`config.mk`:
```
export PLATFORM = sky130hd
export DESIGN_NAME = alsu_param_pipe
export DESIGN_NICKNAME = d
export VERILOG_FILES = /design/src/rtl/alsu_pkg.sv /design/src/rtl/alsu_shift_mul.sv /design/src/rtl/alsu_param_pipe.sv
export SDC_FILE = /design/constraint.sdc
export NUM_CORES = 1
export LEC_CHECK = 0
export CAP_MARGIN = 25
export CORE_MARGIN = 10
export CORE_UTILIZATION = 25
export CTS_BUF_LIST = sky130_fd_sc_hd__clkbuf_16
export DETAILED_ROUTE_END_ITERATION = 8
export RECOVER_POWER = 50
export SETUP_SLACK_MARGIN = 0.2
export SLEW_MARGIN = 10
export SYNTH_ARGS = -nofsm -noshare
export SYNTH_HDL_FRONTEND = slang
export SYNTH_SLANG_ARGS = --single-unit
```
`constraint.sdc`:
```
create_clock -name clk -period 3.65 [get_ports clk]
set_input_delay 0.73 -clock clk [delete_from_list [all_inputs] [get_ports clk]]
set_output_delay 0.73 -clock clk [all_outputs]
set_load 0.01 [all_outputs]
```
`src/rtl/alsu_pkg.sv`:
```
// Shared opcode, state and flag definitions for the pipelined ALU/shifter.
// Both opcode groups share the 5-bit sub-op field below the group-select bit.
package alsu_pkg;

  localparam int GRP_BIT = 5;

  typedef enum logic [4:0] {
    A_ADD  = 5'd0,
    A_SUB  = 5'd1,
    A_INC  = 5'd2,
    A_DEC  = 5'd3,
    A_ADC  = 5'd4,
    A_SBB  = 5'd5,
    A_NEG  = 5'd6,
    A_PASS = 5'd7,
    A_MUL  = 5'd8
  } arith_op_e;

  typedef enum logic [4:0] {
    L_AND  = 5'd0,
    L_OR   = 5'd1,
    L_XOR  = 5'd2,
    L_NOT  = 5'd3,
    L_NAND = 5'd4,
    L_NOR  = 5'd5,
    L_XNOR = 5'd6,
    L_SHL  = 5'd7,
    L_SHR  = 5'd8,
    L_SAR  = 5'd9,
    L_ROL  = 5'd10,
    L_ROR  = 5'd11
  } logic_op_e;

  typedef logic [0:0] state_t;
  localparam state_t ST_IDLE    = 1'b0;
  localparam state_t ST_MUL_RUN = 1'b1;

  typedef struct packed {
    logic carry;
    logic neg;
    logic zero;
    logic ovf;
    logic illegal;
  } flags_t;

endpackage

```
`src/rtl/alsu_shift_mul.sv`:
```
// Iterative shift-add multiplier: one partial product per clock, WIDTH steps.
// 'last' marks the step whose product_next is the final product.
module alsu_shift_mul #(
  parameter int WIDTH = 8
) (
  input  logic                 clk,
  input  logic                 rst,
  input  logic                 start,
  input  logic [WIDTH-1:0]     a,
  input  logic [WIDTH-1:0]     b,
  output logic [2*WIDTH-1:0]   product_next,
  output logic                 last
);

  localparam int CW = $clog2(WIDTH) + 1;

  logic [2*WIDTH-1:0] mcand;
  logic [2*WIDTH-1:0] prod;
  logic [WIDTH-1:0]   mplier;
  logic [CW-1:0]      cnt;

  assign product_next = mplier[0] ? (prod + mcand) : prod;
  assign last         = (cnt == CW'(1));

  always_ff @(posedge clk or posedge rst) begin
    if (rst) begin
      mcand  <= '0;
      prod   <= '0;
      mplier <= '0;
      cnt    <= '0;
    end else if (start) begin
      mcand  <= {{WIDTH{1'b0}}, a};
      prod   <= '0;
      mplier <= b;
      cnt    <= CW'(WIDTH);
    end else if (cnt != '0) begin
      prod   <= product_next;
      mcand  <= mcand << 1;
      mplier <= mplier >> 1;
      cnt    <= cnt - CW'(1);
    end
  end

endmodule

```
`src/rtl/alsu_param_pipe.sv`:
```
// ALU/shifter with valid/ready handshakes, accumulator feedback and a registered
// result stage; multiply runs iteratively while the input side is stalled.
//   state      | meaning
//   ST_IDLE    | accepting requests, single-cycle ops complete on accept
//   ST_MUL_RUN | shift-add multiply in progress, in_ready held low
module alsu_param_pipe
  import alsu_pkg::*;
#(
  parameter int WIDTH  = 8,
  parameter bit MUL_EN = 1'b1
) (
  input  logic             clk,
  input  logic             rst,
  input  logic             in_valid,
  output logic             in_ready,
  input  logic [WIDTH-1:0] a,
  input  logic [WIDTH-1:0] b,
  input  logic [5:0]       sel,
  input  logic             acc_en,
  output logic             out_valid,
  input  logic             out_ready,
  output logic [WIDTH-1:0] result,
  output logic             carry_out,
  output logic             neg_flag,
  output logic             zero_flag,
  output logic             ovf_flag,
  output logic             illegal_op
);

  localparam int SHW = $clog2(WIDTH);
  localparam int M   = WIDTH - 1;

  state_t             state;
  logic [WIDTH-1:0]   acc_reg;
  logic               c_reg;
  flags_t             flags_q;

  logic [WIDTH-1:0]   a_eff;
  logic               grp_logic;
  arith_op_e          aop;
  logic_op_e          lop;
  logic [SHW-1:0]     shamt;
  logic               is_mul;
  logic               fire;

  assign a_eff     = acc_en ? acc_reg : a;
  assign grp_logic = sel[GRP_BIT];
  assign aop       = arith_op_e'(sel[4:0]);
  assign lop       = logic_op_e'(sel[4:0]);
  assign shamt     = b[SHW-1:0];
  assign is_mul    = !grp_logic && (aop == A_MUL) && MUL_EN;
  assign in_ready  = (state == ST_IDLE) && (!out_valid || out_ready);
  assign fire      = in_valid && in_ready;

  // Every arithmetic op is reduced to x +/- y +/- cin so one adder serves all.
  logic [WIDTH-1:0] x, y;
  logic             cin, sub, arith_legal, arith_ovf;
  logic [WIDTH:0]   ext;

  always_comb begin
    x           = '0;
    y           = '0;
    cin         = 1'b0;
    sub         = 1'b0;
    arith_legal = 1'b1;
    case (aop)
      A_ADD:  begin x = a_eff; y = b; end
      A_SUB:  begin x = a_eff; y = b; sub = 1'b1; end
      A_INC:  begin x = a_eff; y = {{(WIDTH-1){1'b0}}, 1'b1}; end
      A_DEC:  begin x = a_eff; y = {{(WIDTH-1){1'b0}}, 1'b1}; sub = 1'b1; end
      A_ADC:  begin x = a_eff; y = b; cin = c_reg; end
      A_SBB:  begin x = a_eff; y = b; cin = c_reg; sub = 1'b1; end
      A_NEG:  begin y = a_eff; sub = 1'b1; end
      A_PASS: x = a_eff;
      A_MUL:  arith_legal = MUL_EN;
      default: arith_legal = 1'b0;
    endcase
    ext = sub ? ({1'b0, x} - {1'b0, y} - {{WIDTH{1'b0}}, cin})
              : ({1'b0, x} + {1'b0, y} + {{WIDTH{1'b0}}, cin});
    arith_ovf = (sub ? (x[M] != y[M]) : (x[M] == y[M])) && (ext[M] != x[M]);
  end

  logic [WIDTH-1:0]   log_res;
  logic [2*WIDTH-1:0] dbl;
  logic               logic_legal;

  always_comb begin
    log_res     = '0;
    dbl         = '0;
    logic_legal = 1'b1;
    case (lop)
      L_AND:  log_res = a_eff & b;
      L_OR:   log_res = a_eff | b;
      L_XOR:  log_res = a_eff ^ b;
      L_NOT:  log_res = ~a_eff;
      L_NAND: log_res = ~(a_eff & b);
      L_NOR:  log_res = ~(a_eff | b);
      L_XNOR: log_res = ~(a_eff ^ b);
      L_SHL:  log_res = a_eff << shamt;
      L_SHR:  log_res = a_eff >> shamt;
      L_SAR:  log_res = $signed(a_eff) >>> shamt;
      L_ROL:  begin dbl = {a_eff, a_eff} << shamt; log_res = dbl[2*WIDTH-1:WIDTH]; end
      L_ROR:  begin dbl = {a_eff, a_eff} >> shamt; log_res = dbl[WIDTH-1:0]; end
      default: logic_legal = 1'b0;
    endcase
  end

  logic [WIDTH-1:0] res_c;
  flags_t           flg_c;

  always_comb begin
    res_c = '0;
    flg_c = '0;
    if (!grp_logic) begin
      if (arith_legal) begin
        res_c       = ext[M:0];
        flg_c.carry = ext[WIDTH];
        flg_c.ovf   = arith_ovf;
        flg_c.neg   = ext[M];
        flg_c.zero  = (ext[M:0] == '0);
      end else begin
        flg_c.illegal = 1'b1;
      end
    end else if (logic_legal) begin
      res_c      = log_res;
      flg_c.zero = (log_res == '0);
    end else begin
      flg_c.illegal = 1'b1;
    end
  end

  logic [2*WIDTH-1:0] prod_next;
  logic               mul_last;
  logic [WIDTH-1:0]   mul_res;
  flags_t             mul_flags;

  alsu_shift_mul #(.WIDTH(WIDTH)) u_mul (
    .clk          (clk),
    .rst          (rst),
    .start        (fire && is_mul),
    .a            (a_eff),
    .b            (b),
    .product_next (prod_next),
    .last         (mul_last)
  );

  always_comb begin
    mul_res         = prod_next[M:0];
    mul_flags       = '0;
    mul_flags.carry = |prod_next[2*WIDTH-1:WIDTH];
    mul_flags.neg   = mul_res[M];
    mul_flags.zero  = (mul_res == '0);
  end

  logic wr_fast, wr_mul;
  assign wr_fast = fire && !is_mul;
  assign wr_mul  = (state == ST_MUL_RUN) && mul_last;

  always_ff @(posedge clk or posedge rst) begin
    if (rst) begin
      state     <= ST_IDLE;
      out_valid <= 1'b0;
      result    <= '0;
      flags_q   <= '0;
      c_reg     <= 1'b0;
      acc_reg   <= '0;
    end else begin
      if (state == ST_IDLE) begin
        if (fire && is_mul) state <= ST_MUL_RUN;
      end else if (mul_last) begin
        state <= ST_IDLE;
      end

      if (wr_fast) begin
        result    <= res_c;
        flags_q   <= flg_c;
        acc_reg   <= res_c;
        out_valid <= 1'b1;
        if (!grp_logic && arith_legal) c_reg <= flg_c.carry;
      end else if (wr_mul) begin
        result    <= mul_res;
        flags_q   <= mul_flags;
        acc_reg   <= mul_res;
        out_valid <= 1'b1;
        c_reg     <= mul_flags.carry;
      end else if (out_ready) begin
        out_valid <= 1'b0;
      end
    end
  end

  assign carry_out  = flags_q.carry;
  assign neg_flag   = flags_q.neg;
  assign zero_flag  = flags_q.zero;
  assign ovf_flag   = flags_q.ovf;
  assign illegal_op = flags_q.illegal;

endmodule
```
# Word level (Yosys, flattened, before mapping)
# Cells that the tools add are included.
[totals]
inputBits = 27
reg_bits = 60
out_inout_bits = 15
elab_cells = 120
[op_classes]
mux = 43
n_bitwise = 8
n_reduce_logical = 29
n_eq_ne = 16
addsub = 6
shifts = 5
[op_table]
columns = ["op", "n"]
rows = [
  ["$pmux W8 S12", 1],
  ["$mux W16", 5],
  ["$mux W8", 9],
  ["$not A8 Y8", 4],
  ["$logic_not A8 Y1", 3],
  ["$pmux W8 S3", 1],
  ["$eq A5 B3 Y1 const B", 4],
  ["$eq A5 B4 Y1 const B", 4],
  ["$mux W1", 20],
  ["$add A16 B16 Y16", 1],
  ["$shl A16 B3 Y16", 1],
  ["$shr A16 B3 Y8", 1],
  ["$mux W4", 3],
  ["$reduce_or A12 Y1", 1],
  ["$eq A5 B2 Y1 const B", 2],
  ["$mux W5", 2],
  ["$add A8 B8 Y9", 1],
  ["$add A9 B1 Y9", 1],
  ["$mux W9", 1],
  ["$reduce_or A9 Y1", 1],
  ["$sub A8 B8 Y9", 1],
  ["$sub A9 B1 Y9", 1],
  ["$and A8 B8 Y8", 1],
  ["$logic_and A1 B1 Y1", 8],
  ["other kinds (24)", 30],
]

# Longest topological paths before layout
[logic_depth]
ltp_word = 12
mapped_depth = 17
depth_no_buf = 15

# By module
# A second synthesis with hierarchy kept.
[unflattened]
hier_cells = 838
hier_area_um2 = 6831.6
[modules_own_cells]
columns = ["module", "n_inst", "cells_per_inst", "seq_area_each_um2", "area_each_um2"]
rows = [
  ["alsu_param_pipe", 1, 501, 400.4, 3808.7],
  ["alsu_shift_mul", 1, 337, 1101.1, 3022.9],
]

# Worst setup path after synthesis
# Ideal clock, no wire load.
[synth_timing]
path_type = "input to register"
start = "input sel[0]"
end = "register flags_q (netlist bit carry_out)"
cell_stages = 17
t_arrival_ns = 4.329
path_buffers = 3
path_slack_ns = -0.802
setup_time_ns = 0.123
required_time_ns = 3.527
path_cell_list = "clkbuf_1 clkbuf_1 buf_1 o211ai_1 o21ai_0 nand2b_1 inv_1 fa_1 fa_1 a211oi_1 o21ai_0 a221o_1 a2bb2oi_1 and2_1 o21a_1 nand4b_1 o221a_2"
[synth_between]
elab_chain_len = 9
elab_cells_between_ends = 32
classes_between = "4 x add/sub; 8 x eq/ne; 9 x mux; 11 x reduce/logical"
[synth_rtl]
columns = ["item", "line", "source"]
rows = [
  ["start: declaration", "alsu_param_pipe.sv:18", "input logic [5:0] sel,"],
  ["$eq A5 B3 Y1 (tied with other cells)", "alsu_param_pipe.sv:66", "case (aop)"],
  ["$reduce_or A4 Y1 (no source line) (tied with other cells)", "-", ""],
  ["$pmux W8 S3 or $mux W8 (tied branches)", "alsu_param_pipe.sv:66", ""],
  ["$add A8 B8 Y9 or $sub A8 B8 Y9 (tied branches)", "alsu_param_pipe.sv:79, alsu_param_pipe.sv:78", ""],
  ["$add A9 B1 Y9 or $sub A9 B1 Y9 (tied branches)", "alsu_param_pipe.sv:79, alsu_param_pipe.sv:78", ""],
  ["$mux W9", "alsu_param_pipe.sv:78", "ext = sub ? ({1'b0, x} - {1'b0, y} - {{WIDTH{1'b0}}, cin})"],
  ["$mux W4", "alsu_param_pipe.sv:115", "if (arith_legal) begin"],
  ["$mux W2", "alsu_param_pipe.sv:114", "if (!grp_logic) begin"],
  ["$mux W5", "alsu_param_pipe.sv:174", "if (wr_fast) begin"],
  ["end signal: assignment", "alsu_param_pipe.sv:176", "flags_q <= flg_c;"],
  ["end signal: assignment", "alsu_param_pipe.sv:182", "flags_q <= mul_flags;"],
  ["end: declaration", "alsu_param_pipe.sv:36", "flags_t flags_q;"],
]
# Several ways; a longest one is shown, not always the timed one.
# A chain may end at the register's enable or synchronous reset.

# Worst setup path in the final report
[layout_timing]
start = "input a[0]"
end = "register flags_q (netlist bit carry_out)"
[layout_between]
elab_chain_len = 8
elab_cells_between_ends = 11
classes_between = "4 x add/sub; 7 x mux"
[layout_rtl]
columns = ["item", "line", "source"]
rows = [
  ["start: declaration", "alsu_param_pipe.sv:16", "input logic [WIDTH-1:0] a,"],
  ["$mux W8 (*)", "alsu_param_pipe.sv:46", "assign a_eff = acc_en ? acc_reg : a;"],
  ["$pmux W8 S3 or $mux W8 (tied branches)", "alsu_param_pipe.sv:66", ""],
  ["$add A8 B8 Y9 or $sub A8 B8 Y9 (tied branches)", "alsu_param_pipe.sv:79, alsu_param_pipe.sv:78", ""],
  ["$add A9 B1 Y9 or $sub A9 B1 Y9 (tied branches)", "alsu_param_pipe.sv:79, alsu_param_pipe.sv:78", ""],
  ["$mux W9 (*)", "alsu_param_pipe.sv:78", ""],
  ["$mux W4 (*)", "alsu_param_pipe.sv:115", ""],
  ["$mux W2 (*)", "alsu_param_pipe.sv:114", ""],
  ["$mux W5 (*)", "alsu_param_pipe.sv:174", ""],
]
# Mark *: on every way between the ends. The rest lies on a longest branch, timed or not.

==> summary.txt <==
Run status
  • Status: finished with violations
  • Violated checks: capacitance limit, slew limit

Timing
  • Min Tclk post-route: roughly 3500 ps
  • Final hold vios: 0
  • RSZ-0062 raised after global routing: yes
  • Worst-Margin Slew: ~1500 ps
  • Maximum clock frequency: 0.287 GHz
  • Worst-case clock skew: 9.80 ps
  • Final setup TNS: 0 ps
  • Max-slew headroom: -2.23%
  • Final period utilization: 95.6%
  • Final slew viol count: 61
  • WHS: 514 ps
  • Final number of setup-violating endpoints: 0

Finish
  • Final Instance Count excl. Fillers: 1,286
  • Top flop regs: u_mul.mcand (16), u_mul.prod (16)
  • Finished Cell Area: between 8000 and 9000 sq um
  • Nets: 1,033
  • Syn-to-layout area delta: 34.5%
  • Ant. Diodes: 0
  • Layout cells sized above 1: a little over a quarter
  • Number of fill cells: 2,672

Global route
  • Total track usage: between 10 and 15%
  • Initial antenna violation count: 0
  • Vias in the first global route: around 6.6k
  • GRT overflow: 0
  • First-pass GRT wire length: 37,100 um
  • Largest net degree at the start of global routing: between 60 and 70

Clock network
  • Worst skew pair latency: ~340 ps
  • CTS tree: done
  • Clock slew at reported path FFs: roughly 60 ps
  • Root buffer cell: clkbuf_16
  • Max Root-Sink Buffers: 2
  • H-tree levels: 3
  • Post-CTS Hold Fix Bufs: 0
  • CTS Buf Count: 9
  • Clk sinks: 60

Power and ir drop
  • Cell area power density: ~410 nW/um^2
  • Clock power share: between 20% and 30%
  • Comb pwr share: between 50% and 60%
  • Peak supply drop: around 270 uV
  • Seq pwr share: around 28%
  • P_sw: around 0.0015 W
  • Sw frac: around 41%
  • Pint: ~0.0021 W
  • Lkg Pwr: about 3.9 nW

Logic synthesis
  • Post-synth EDFFs: 0
  • Seq/Total Area, Yosys: a little under a quarter
  • Register bit total from synthesis: 60
  • Share of synthesized registers carrying an async set or reset: 100%
  • Netlist Area Pre-Place: around 6500 sq um
  • Yosys Warn Count: 0
  • Mapped Nets: 876
  • Most used DFF post-synth: dfrtp_1
  • Yosys cell types: between 80 and 90
  • Syn_area_per_cell: between 8 and 9 sq um
  • Post-Syn Instances: 790

Setup path
  • CP max FO: 3
  • Startpoint Class: input port
  • FF-to-FF path depth: 15
  • CP required: a little under 4000 ps
  • Crit path to: carry_out
  • Arrival @ worst endpoint: 3710 ps
  • Origin of the critical flop-to-flop path: acc_reg[0]
  • CP Class: in -> reg
  • CP Capture Type: flip-flop
  • R2r setup slk: around 330 ps
  • Reg2reg end: carry_out
  • Setup crit start: a[0]

Run
  • Maxcap violations: 1

Detailed routing
  • Vias: around 6.7k
  • Vias per cell: 5.21
  • Drt pass-1 iters: 5
  • Residual DRC: 0
  • Initial DRC Count: between 500 and 600
  • Mean routed wirelength per cell: ~18 um
  • Total routed wirelength: roughly 23,000 um
  • Routed Antenna Nets: 0

Die
  • Placement row count: just under 60
  • Starting Density: roughly a quarter
  • Die ar.: 33,100 sq um
  • DIE HEIGHT: 182 um
  • Die W: around 180 um
  • IO Count: 42
  • Core ar.: 25,900 sq um

Min path
  • Hold Crit Class: reg -> reg

Place
  • Post-DP Area: 8340 sq um
  • Routability cong.: 1.00
  • Buffers on Ports: between 40 and 50
  • Hpwl dp: 18,700 um
  • Inst Count DP: approximately 1.3k
[metrics by stage]
stage / power, W / setup slack (ps) / utilization [%]
after detailed placement: 0.00284 / -730 / 32.2
final: 0.00364 / 160 / 34.0
after floorplan: 0.00213 / -196 / -
after global routing: 0.00388 / 14.3 / 34.0
after CTS: 0.00365 / 126 / 33.7
after global placement: 0.00282 / -662 / 32.2
[how the worst min path moves through the flow]
stage	from	to	slack, ps	cells past startpoint
4_1_cts	ovf_flag	ovf_flag	530	1
3_5_place_dp	ovf_flag	ovf_flag	520	1
3_3_place_gp	ovf_flag	ovf_flag	510	1
2_1_floorplan	u_mul.mplier[7]	u_mul.mplier[7]	500	2
6_report	ovf_flag	ovf_flag	510	1
5_1_grt	ovf_flag	ovf_flag	550	1
[metal layers]
| layer | part of all wire, % | track usage, % | vias up |
|---|---|---|---|
| met5 | 0 | 0 | - |
| met4 | 2.7 | 4.52 | 0 |
| met3 | 4.2 | 2.15 | 29 |
| met2 | 49 | 23.4 | 181 |
| met1 | 44 | 17.5 | 3283 |
| li1 | - | - | 3202 |
[cells in the mapped netlist, types with 8 or more instances]
cell	instances	area, sq um
a21oi_1	40	200
ha_1	54	676
mux4_2	11	248
a211oi_1	16	120
dfrtp_1	60	1500
xnor2_1	27	236
nand3_1	24	120
clkbuf_1	33	124
nand2_1	98	368
o21ai_0	43	215
nor3_1	9	45.0
a21o_1	8	60.1
inv_1	36	135
nor2_1	75	282
o22ai_1	13	81.3
xor2_1	15	131
o211ai_1	10	75.1
mux2i_1	35	350
o221ai_1	11	96.3
nand2b_1	10	62.6
[layout by cell type (no fill, tap or decap), types with 8 or more instances in the layout]
cell type and count:
a211oi_1 15, a21oi_1 38, buf_4 139, buf_6 9
clkbuf_16 9, clkdlybuf4s50_1 23, dfrtp_1 60, ha_1 51
inv_1 34, mux2i_1 35, mux4_2 11, nand2_1 98
nand2b_1 9, nand3_1 22, nor2_1 67, nor3_1 8
o211ai_1 10, o21ai_0 33, o221ai_1 11, o22ai_1 13
xnor2_1 27, xor2_1 15
[worst max-delay path: stages]
cell and delay [ps]:
buf_6 90, buf_6 120, mux2i_4 140, o211ai_1 100
o21ai_1 90, nand2b_4 140, inv_2 40, fa_2 360
fa_2 430, a211oi_4 280, o21ai_2 80, a221o_1 310
a2bb2oi_2 120, and2_4 170, o21a_1 110, nand4b_1 130
o221a_2 270
[what timing repair did]
item,in CTS,in global routing
gates resized for setup,50,23
setup endpoints to repair,11,8
hold endpoints to repair,0,0
setup buffers,4,3
pin swaps,18,19
[cells by family after synthesis]
logic type / synth area share (%)
flip-flops: 22.9
buffers and inverters: 5.66
multiplexers: 12.9
XOR/XNOR: 5.62
AO/OA/AOI/OAI: 21.9
AND/OR/NAND/NOR: 19.1
adder cells (fa/ha/maj): 11.8
[power by group through the flow]
stage | registers [W] | logic, W | clock network (W)
finish | 0.00102 | 0.00186 | 0.000769
floorplan | 0.000968 | 0.00116 | 0
CTS | 0.00102 | 0.00184 | 0.000786
detailed placement | 0.00102 | 0.00182 | 0
global route | 0.00104 | 0.00203 | 0.000818
global placement | 0.00102 | 0.00179 | 0
[area by class of cell]
type | instances | area (sq um) | share of cell area, %
Clock buffer | 9 | 225 | 2.56
Clock inverter | 6 | 41.3 | 0.469
Inverter | 44 | 170 | 1.93
Multi-Input combinational cell | 641 | 4880 | 55.4
Sequential cell | 60 | 1500 | 17.0
Tap cell | 335 | 419 | 4.76
Timing Repair Buffer | 191 | 1570 | 17.8
No activity file was read; power rests on OpenSTA's default activity.
